<file path="config.mk">
export PLATFORM = sky130hd
export DESIGN_NAME = demux_1_to_3_8
export DESIGN_NICKNAME = d
export VERILOG_FILES = /design/src/rtl/demux_pkg.sv /design/src/rtl/demux_fifo.sv /design/src/rtl/demux_1_to_3_8.sv
export SDC_FILE = /design/constraint.sdc
export NUM_CORES = 1
export LEC_CHECK = 0
export ABC_AREA = 1
export BUFFER_PORTS_ARGS = -buffer_cell sky130_fd_sc_hd__buf_2
export CAP_MARGIN = 10
export CORE_ASPECT_RATIO = 1.75
export CORE_MARGIN = 2
export CORE_UTILIZATION = 45
export CTS_CLUSTER_DIAMETER = 60
export CTS_CLUSTER_SIZE = 10
export DETAILED_ROUTE_END_ITERATION = 8
export PLACE_DENSITY = 0.68
export SYNTH_ARGS = -nofsm -noshare
export SYNTH_HDL_FRONTEND = slang
export SYNTH_SLANG_ARGS = --single-unit
export TNS_END_PERCENT = 10
</file>
<file path="constraint.sdc">
create_clock -name clk -period 3.23 [get_ports clk]
set_input_delay 0.646 -clock clk [delete_from_list [all_inputs] [get_ports clk]]
set_output_delay 0.646 -clock clk [all_outputs]
set_load 0.005 [all_outputs]
</file>
<file path="src/rtl/demux_pkg.sv">
// Shared types for the 1-to-3 byte router: one-hot destination codes and
// the FIFO entry layout.
package demux_pkg;

  localparam int unsigned WIDTH_DEFAULT = 8;

  typedef enum logic [2:0] {
    DEST_FIRST  = 3'b001,
    DEST_SECOND = 3'b010,
    DEST_THIRD  = 3'b100
  } dest_t;

  typedef struct packed {
    logic [WIDTH_DEFAULT-1:0] data;
    dest_t                    dest;
  } entry_t;

  function automatic logic is_one_hot(input logic [2:0] sel);
    return $onehot(sel);
  endfunction

endpackage

</file>
<file path="src/rtl/demux_fifo.sv">
// In-order synchronous FIFO of routed entries; the caller guarantees no push
// when full and no pop when empty.
module demux_fifo
  import demux_pkg::*;
#(
  parameter int unsigned DEPTH = 2
) (
  input  logic                   clk,
  input  logic                   rst_n,
  input  logic                   push,
  input  entry_t                 push_entry,
  input  logic                   pop,
  output entry_t                 head,
  output logic [$clog2(DEPTH):0] fill
);

  localparam int unsigned AW = $clog2(DEPTH);
  localparam int unsigned CW = AW + 1;

  entry_t          mem [DEPTH];
  logic [AW-1:0]   wr_ptr;
  logic [AW-1:0]   rd_ptr;
  logic [CW-1:0]   count;

  always_ff @(posedge clk) begin
    if (push) begin
      mem[wr_ptr] <= push_entry;
    end
  end

  // Pointers wrap naturally because DEPTH is a power of two.
  always_ff @(posedge clk or negedge rst_n) begin
    if (!rst_n) begin
      wr_ptr <= '0;
      rd_ptr <= '0;
      count  <= '0;
    end else begin
      if (push) begin
        wr_ptr <= wr_ptr + AW'(1);
      end
      if (pop) begin
        rd_ptr <= rd_ptr + AW'(1);
      end
      case ({push, pop})
        2'b10:   count <= count + CW'(1);
        2'b01:   count <= count - CW'(1);
        default: count <= count;
      endcase
    end
  end

  assign head = mem[rd_ptr];
  assign fill = count;

endmodule

</file>
<file path="src/rtl/demux_1_to_3_8.sv">
// Buffered 1-to-3 byte router: validates the one-hot select, queues beats in
// order, and presents the head beat to its destination over valid/ready.
module demux_1_to_3_8 #(
  parameter int unsigned WIDTH = 8,
  parameter int unsigned DEPTH = 2
) (
  input  logic                   clk,
  input  logic                   rst_n,
  input  logic [WIDTH-1:0]       in_data,
  input  logic                   in_sel_first,
  input  logic                   in_sel_second,
  input  logic                   in_sel_third,
  input  logic                   in_valid,
  output logic                   in_ready,
  output logic [WIDTH-1:0]       out_first,
  output logic [WIDTH-1:0]       out_second,
  output logic [WIDTH-1:0]       out_third,
  output logic                   out_valid_first,
  output logic                   out_valid_second,
  output logic                   out_valid_third,
  input  logic                   out_ready_first,
  input  logic                   out_ready_second,
  input  logic                   out_ready_third,
  output logic                   sel_err,
  output logic [$clog2(DEPTH):0] fill
);

  import demux_pkg::*;

  localparam int unsigned  CW   = $clog2(DEPTH) + 1;
  localparam logic [CW-1:0] FULL = CW'(DEPTH);

  logic [2:0]       sel;
  logic             take;
  logic             push;
  logic             pop;
  logic             empty;
  entry_t           head;
  entry_t           push_entry;
  logic [WIDTH-1:0] hold_first;
  logic [WIDTH-1:0] hold_second;
  logic [WIDTH-1:0] hold_third;

  assign sel      = {in_sel_third, in_sel_second, in_sel_first};
  assign in_ready = (fill < FULL);
  assign take     = in_valid && in_ready;
  assign push     = take && is_one_hot(sel);

  assign push_entry.data = in_data;
  assign push_entry.dest = dest_t'(sel);

  demux_fifo #(
    .DEPTH(DEPTH)
  ) u_fifo (
    .clk        (clk),
    .rst_n      (rst_n),
    .push       (push),
    .push_entry (push_entry),
    .pop        (pop),
    .head       (head),
    .fill       (fill)
  );

  assign empty            = (fill == '0);
  assign out_valid_first  = !empty && (head.dest == DEST_FIRST);
  assign out_valid_second = !empty && (head.dest == DEST_SECOND);
  assign out_valid_third  = !empty && (head.dest == DEST_THIRD);

  assign pop = (out_valid_first  && out_ready_first)  ||
               (out_valid_second && out_ready_second) ||
               (out_valid_third  && out_ready_third);

  // Each port shows the pending head byte, else the last byte it consumed.
  assign out_first  = out_valid_first  ? head.data : hold_first;
  assign out_second = out_valid_second ? head.data : hold_second;
  assign out_third  = out_valid_third  ? head.data : hold_third;

  always_ff @(posedge clk or negedge rst_n) begin
    if (!rst_n) begin
      hold_first  <= '0;
      hold_second <= '0;
      hold_third  <= '0;
      sel_err     <= 1'b0;
    end else begin
      if (out_valid_first && out_ready_first) begin
        hold_first <= head.data;
      end
      if (out_valid_second && out_ready_second) begin
        hold_second <= head.data;
      end
      if (out_valid_third && out_ready_third) begin
        hold_third <= head.data;
      end
      if (take && !is_one_hot(sel)) begin
        sel_err <= 1'b1;
      end
    end
  end

endmodule

</file>
==> impl_metrics.py, run 1 <==
metrics = {
    "critical_path": {
        "cp-start-kind": "flip-flop",
        "crit_type": "flip-flop to output pin",
        "critPathMaxFanout": 17,
        "worstPathRequired_ns": 2.58,
        "endpoint_kind": "output pin",
        "cp_data_arrival_time_ns": 1.89,
    },
    "cts": {
        "cts_num_sinks": 51,
        "cts_tree": "yes",
        "ctsHoldBuffers": 0,
        "clk_pin_slew_ns": 0.09,
        "htreeDepth": 2,
        "cts-resized-gates": 0,
        "numCtsBuffers": 5,
        "clock_path_buffers": 2,
        "post_cts_buffers": 0,
        "cts-root-buf": "clkbuf_8",
        "clock_latency_ns": 0.31,
    },
    "cells_and_area": {
        "utilization_pct": 53.1,
        "final_cell_mix": "86 x nand2_1, 47 x buf_2, 35 x o21ai_1",
        "nFillCells": 492,
        "area_growth_pct": 14.4,
        "fin_area_um2": 2770,
        "antennaDiodeCount": 0,
        "fin_nets": 314,
        "layout-drive-gt1-share_pct": 29.7,
        "final_common_cell": "nand2_1",
    },
    "floorplanning": {
        "dieArea_um2": 6000,
        "io_pins": 48,
        "core_um2": 5210,
        "initial_core_util_pct": 46.4,
        "die_w_um": 59.4,
        "die_h_um": 101,
        "rows": 35,
    },
    "power_and_ir_drop": {
        "pwr-share-comb_pct": 45.7,
        "switching_share_pct": 40.1,
        "p_leak_uw": 0.00135,
        "power.share.clock_pct": 15.0,
        "peakVddDrop_uv": 336,
        "power.internal_uw": 1430,
        "power.switching_uw": 959,
        "pwr-share-seq_pct": 39.3,
        "p_per_area_nw_per_um2": 864,
    },
    "timing": {
        "setup_viol": 0,
        "period_needed_ns": 2.54,
        "hold_viol": 0,
        "max-slew-margin-rel_pct": 56.5,
        "grt_setup_unrepaired": "no",
        "skew_ns": 0.00864,
        "slew_violations": 0,
        "min_period_over_period_pct": 78.5,
        "hold_slack_ns": 0.353,
        "tns_ns": 0,
        "max_freq_mhz": 394,
        "worst_slew_pin_slew_ns": 0.653,
    },
    "drt": {
        "via_count": 1715,
        "wirelength_mm": 4.18,
        "drc_errors": 0,
        "viasPerCell": 4.89,
        "ant_nets": 0,
        "drt_iter0_drc": 65,
        "first_pass_iters": 5,
        "wl_per_cell_um": 11.9,
    },
    "grt": {
        "grt_max_degree": 30,
        "first_global_vias": 1562,
        "antenna_found_initial": 0,
        "grt.total_usage_pct": 15.6,
        "grt.overflow.total": 0,
        "grt_pass1_wl_mm": 7.02,
    },
    "yosys": {
        "synthAdderAreaFrac_pct": 1.35,
        "synth_mux_area_share_pct": 0,
        "synth_xor_xnor_area_share_pct": 1.09,
        "syn-cell-area_um2": 2420,
        "yosysTopAreaCellShare_pct": 30.0,
        "postSynthAreaPerCell_um2": 9.83,
        "synth-main-ff-cell": "dfrtp_1",
        "synth.area.top_cells": "dfrtp_1 30%, edfxtp_1 27%, nand2_1 13%",
        "synth_compound_area_share_pct": 13.0,
        "post_synth_and_or_nand_nor_area_fraction_pct": 21.1,
        "synth_top_family_by_area": "simple AND/OR/NAND/NOR gates",
        "syn-num-nets": 265,
        "syn_inst": 246,
        "synth.yosys.seq_area_share_pct": 57.3,
        "synth_edf_count": 22,
        "ys_ff_latch": 51,
        "synth_cell_types": 26,
        "ys_warn_count": 0,
        "synth_area_leader_cell": "dfrtp_1",
        "async_reset_ff_share_pct": 56.9,
    },
    "placed_design": {
        "portBuffers": 47,
        "hpwlAfterDp_mm": 3.17,
        "placed_cell_area_um2": 2680,
        "place.gp.congestion": 0.780,
    },
    "outcome": {
        "outcome": "completed",
    },
    "flow_run": {
        "max_cap_viol_count": 0,
    },
    "hold_path": {
        "hold_class": "input port to async pin",
    },
}
## synth_stat cells, types with 3 or more instances
library cell / n
nand2_1: 86
o21ai_1: 35
dfrtp_1: 29
edfxtp_1: 22
inv_1: 21
o21ai_2: 13
nand2_2: 5
buf_2: 4
buf_6: 4
nor2_1: 4
nand3_4: 3
nor2_2: 3
## cells by family after synthesis
logic type	count (synthesis)
simple gates	108
buf+inv	30
flops	51
fa+ha+maj	2
compound gates	52
xor+xnor	3
## flip-flops by register name, summed over array words and instances (netlist names)
signal / flops
u_fifo.mem: 22
hold_first: 8
hold_second: 8
hold_third: 8
u_fifo.fill: 2
sel_err: 1
u_fifo.rd_ptr: 1
u_fifo.wr_ptr: 1
## power groups by stage
stage	combinational [µW]	sequential [µW]	clock, µW
after global placement	1090	946	0
after detailed placement	1110	952	0
after floorplan	794	940	0
final	1090	940	359
after global routing	1260	960	399
after CTS	1110	940	375
## critical path: stages (launching register included)
cell and delay [ns]:
dfrtp_1 0.39, buf_4 0.19, nand2_1 0.10, nand2_1 0.10
nor2_2 0.20, nand2_2 0.26, nand2_1 0.15, o21ai_2 0.06
buf_2 0.13
## through the flow
step	setup slack, ns	instances	total power (µW)
final	0.695	351	2390
after global routing	0.539	351	2610
after CTS	0.661	351	2430
after detailed placement	0.772	343	2070
after global placement	0.838	343	2040
after floorplan	0.907	246	1730
## worst paths after layout
kind                                               to                       from  depth (start not counted)  slack [ns]
min in group clk                  sel_err$_DFFE_PN0P_        sel_err$_DFFE_PN0P_                          1        0.48
min                               sel_err$_DFFE_PN0P_                      rst_n                          1        0.35
max reg2reg                u_fifo.fill[1]$_DFFE_PN0P_  u_fifo.rd_ptr$_DFFE_PN0P_                         10        1.00
max in group asynchronous   hold_first[2]$_DFFE_PN0P_                      rst_n                          1        2.45
min reg2reg                       sel_err$_DFFE_PN0P_        sel_err$_DFFE_PN0P_                          1        0.48
max                                     out_second[5]  u_fifo.rd_ptr$_DFFE_PN0P_                          8        0.69
## layout make-up
| cell class | instances | area [µm²] | area share, % |
|---|---|---|---|
| flip-flops and latches | 51 | 1390 | 50.1 |
| clock buffers | 5 | 68.8 | 2.49 |
| repair buffers | 50 | 258 | 9.31 |
| multi-input cells | 165 | 885 | 32.0 |
| clock inverters | 3 | 18.8 | 0.678 |
| well taps | 55 | 68.8 | 2.49 |
| inverters | 22 | 82.6 | 2.98 |
## per-layer routing
metal | track usage [%] | wire [µm] | vias to the layer above
met1 | 18.4 | 1750 | 779
met3 | 2.70 | 116 | 6
met2 | 26.7 | 2230 | 31
met5 | 0 | 0 | -
met4 | 7.34 | 85 | 0
li1 | - | - | 899
(Power assumes the default switching activity.)
==> run 2, diff against run 1 <==
Clock period 3.23 ns to 2.4 ns, I/O delays scaled along.
==> impl_metrics.py, run 2 (synthesis gave the netlist of run 1 again) <==
metrics = {
    "outcome": {
        "outcome": "completed",
    },
    "power_and_ir_drop": {
        "power.total_uw": 3480,
        "power.share.clock_pct": 19.9,
        "power.internal_uw": 2160,
        "pwr-share-comb_pct": 43.4,
        "pwr-share-seq_pct": 36.7,
        "p_leak_uw": 0.00140,
        "peakVddDrop_uv": 569,
        "power.switching_uw": 1320,
        "switching_share_pct": 37.8,
        "p_per_area_nw_per_um2": 1220,
    },
    "timing": {
        "max_freq_mhz": 443,
        "worst_slew_pin_slew_ns": 0.664,
        "setup_viol": 0,
        "max-slew-margin-rel_pct": 55.7,
        "hold_viol": 0,
        "hold_slack_ns": 0.203,
        "tns_ns": 0,
        "slew_violations": 0,
        "min_period_over_period_pct": 94.1,
        "period_needed_ns": 2.26,
        "skew_ns": 0.00826,
        "grt_setup_unrepaired": "no",
    },
    "critical_path": {
        "worstPathRequired_ns": 1.92,
        "cp_cell_sequence": "inv_4 > nand2_2 > a21oi_2 > nand2_4 > o21ai_1 > buf_2",
        "ff2ff_setup_slack_ns": 0.39,
        "critPathMaxFanout": 17,
        "crit_slowest_cell": "dfrtp_2",
        "cp_data_arrival_time_ns": 1.78,
        "path_buf_inv": 2,
        "cp_top_family": "flip-flops",
        "cp-start-kind": "flip-flop",
        "crit_type": "flip-flop to output pin",
        "slowest_delay_ns": 0.47,
        "endpoint_kind": "output pin",
    },
    "cts": {
        "post_cts_buffers": 0,
        "cts-root-buf": "clkbuf_8",
        "clock_latency_ns": 0.30,
        "clock_path_buffers": 2,
        "numCtsBuffers": 5,
        "ctsHoldBuffers": 0,
        "cts_num_sinks": 51,
        "htreeDepth": 2,
        "cts_tree": "yes",
        "clk_pin_slew_ns": 0.09,
    },
    "floorplanning": {
        "dieArea_um2": 6000,
        "core_um2": 5210,
        "die_h_um": 101,
        "die_w_um": 59.4,
        "initial_core_util_pct": 46.4,
        "rows": 35,
        "io_pins": 48,
    },
    "drt": {
        "wirelength_mm": 4.30,
        "drt_iter0_drc": 38,
        "via_count": 1736,
        "wl_per_cell_um": 12.1,
        "viasPerCell": 4.89,
        "ant_nets": 0,
        "first_pass_iters": 4,
        "drc_errors": 0,
    },
    "cells_and_area": {
        "layout-drive-gt1-share_pct": 31.0,
        "area_growth_pct": 18.5,
        "multi_input_area_um2": 900,
        "nFillCells": 499,
        "fin_nets": 318,
        "final_common_cell": "nand2_1",
        "instances_no_fill": 355,
        "largest-register": "u_fifo.mem",
        "final_cell_mix": "86 x nand2_1, 47 x buf_2, 35 x o21ai_1",
        "seq_area_um2": 1390,
        "utilization_pct": 55.0,
        "largest_reg_flops": 22,
        "antennaDiodeCount": 0,
    },
    "placed_design": {
        "portBuffers": 47,
        "dp.cells": 347,
        "hpwlAfterDp_mm": 3.23,
        "place.gp.congestion": 0.738,
    },
    "grt": {
        "grt_max_degree": 30,
        "grt.overflow.total": 0,
        "grt_pass1_wl_mm": 7.58,
        "antenna_found_initial": 0,
        "first_global_vias": 1700,
        "grt.total_usage_pct": 16.5,
    },
    "flow_run": {
        "max_cap_viol_count": 0,
    },
    "hold_path": {
        "hold_class": "input port to async pin",
    },
}
==> run 2: power by group through the flow <==
| stage | Combinational [µW] | Sequential, µW | Clock (µW) |
|---|---|---|---|
| global route | 1760 | 1310 | 742 |
| global placement | 1470 | 1280 | 0 |
| finish | 1510 | 1280 | 693 |
| floorplan | 1070 | 1260 | 0 |
| detailed placement | 1510 | 1290 | 0 |
| CTS | 1520 | 1280 | 718 |
==> run 2: final cells by class <==
type / count / share of cell area (%)
repair buffers: 54 / 10.0
inverters: 22 / 2.97
well taps: 55 / 2.40
clock inverters: 3 / 2.36
clock buffers: 5 / 2.40
flip-flops and latches: 51 / 48.4
multi-input cells: 165 / 31.4
==> run 2: metrics by stage <==
stage | worst slack [ns] | area, µm²
4_1_cts | 0.0339 | 2860
3_5_place_dp | 0.174 | 2710
2_1_floorplan | 0.243 | 2420
5_1_grt | 0.0201 | 2870
6_report | 0.141 | 2870
3_3_place_gp | 0.249 | 2710
==> run 2: final timing paths <==
path                                      startpoint                          to  cells after the start
setup / recovery           u_fifo.rd_ptr$_DFFE_PN0P_                out_first[5]                      6
hold reg to reg                  sel_err$_DFFE_PN0P_         sel_err$_DFFE_PN0P_                      1
min in group clk                          in_data[0]  u_fifo.mem[0][3]$_DFFE_PP_                      1
setup reg to reg           u_fifo.rd_ptr$_DFFE_PN0P_  u_fifo.fill[1]$_DFFE_PN0P_                     10
max in group asynchronous                      rst_n   u_fifo.rd_ptr$_DFFE_PN0P_                      1
hold / removal                                 rst_n  u_fifo.fill[0]$_DFFE_PN0P_                      1
==> run 2: repair_timing <==
item | CTS | global route
gates resized for setup | 3 | 2
endpoints found under the setup margin | 14 | 13
cloned | 0 | 0
==> run 2: routing by layer <==
| layer | GRT usage, % | vias to the layer above | wire length (µm) | share of wire (%) |
|---|---|---|---|---|
| met2 | 29.0 | 34 | 2260 | 53 |
| met5 | 0 | - | 0 | 0 |
| met4 | 7.34 | 0 | 123 | 2.9 |
| li1 | - | 907 | - | - |
| met1 | 18.7 | 784 | 1790 | 42 |
| met3 | 3.08 | 11 | 131 | 3.0 |
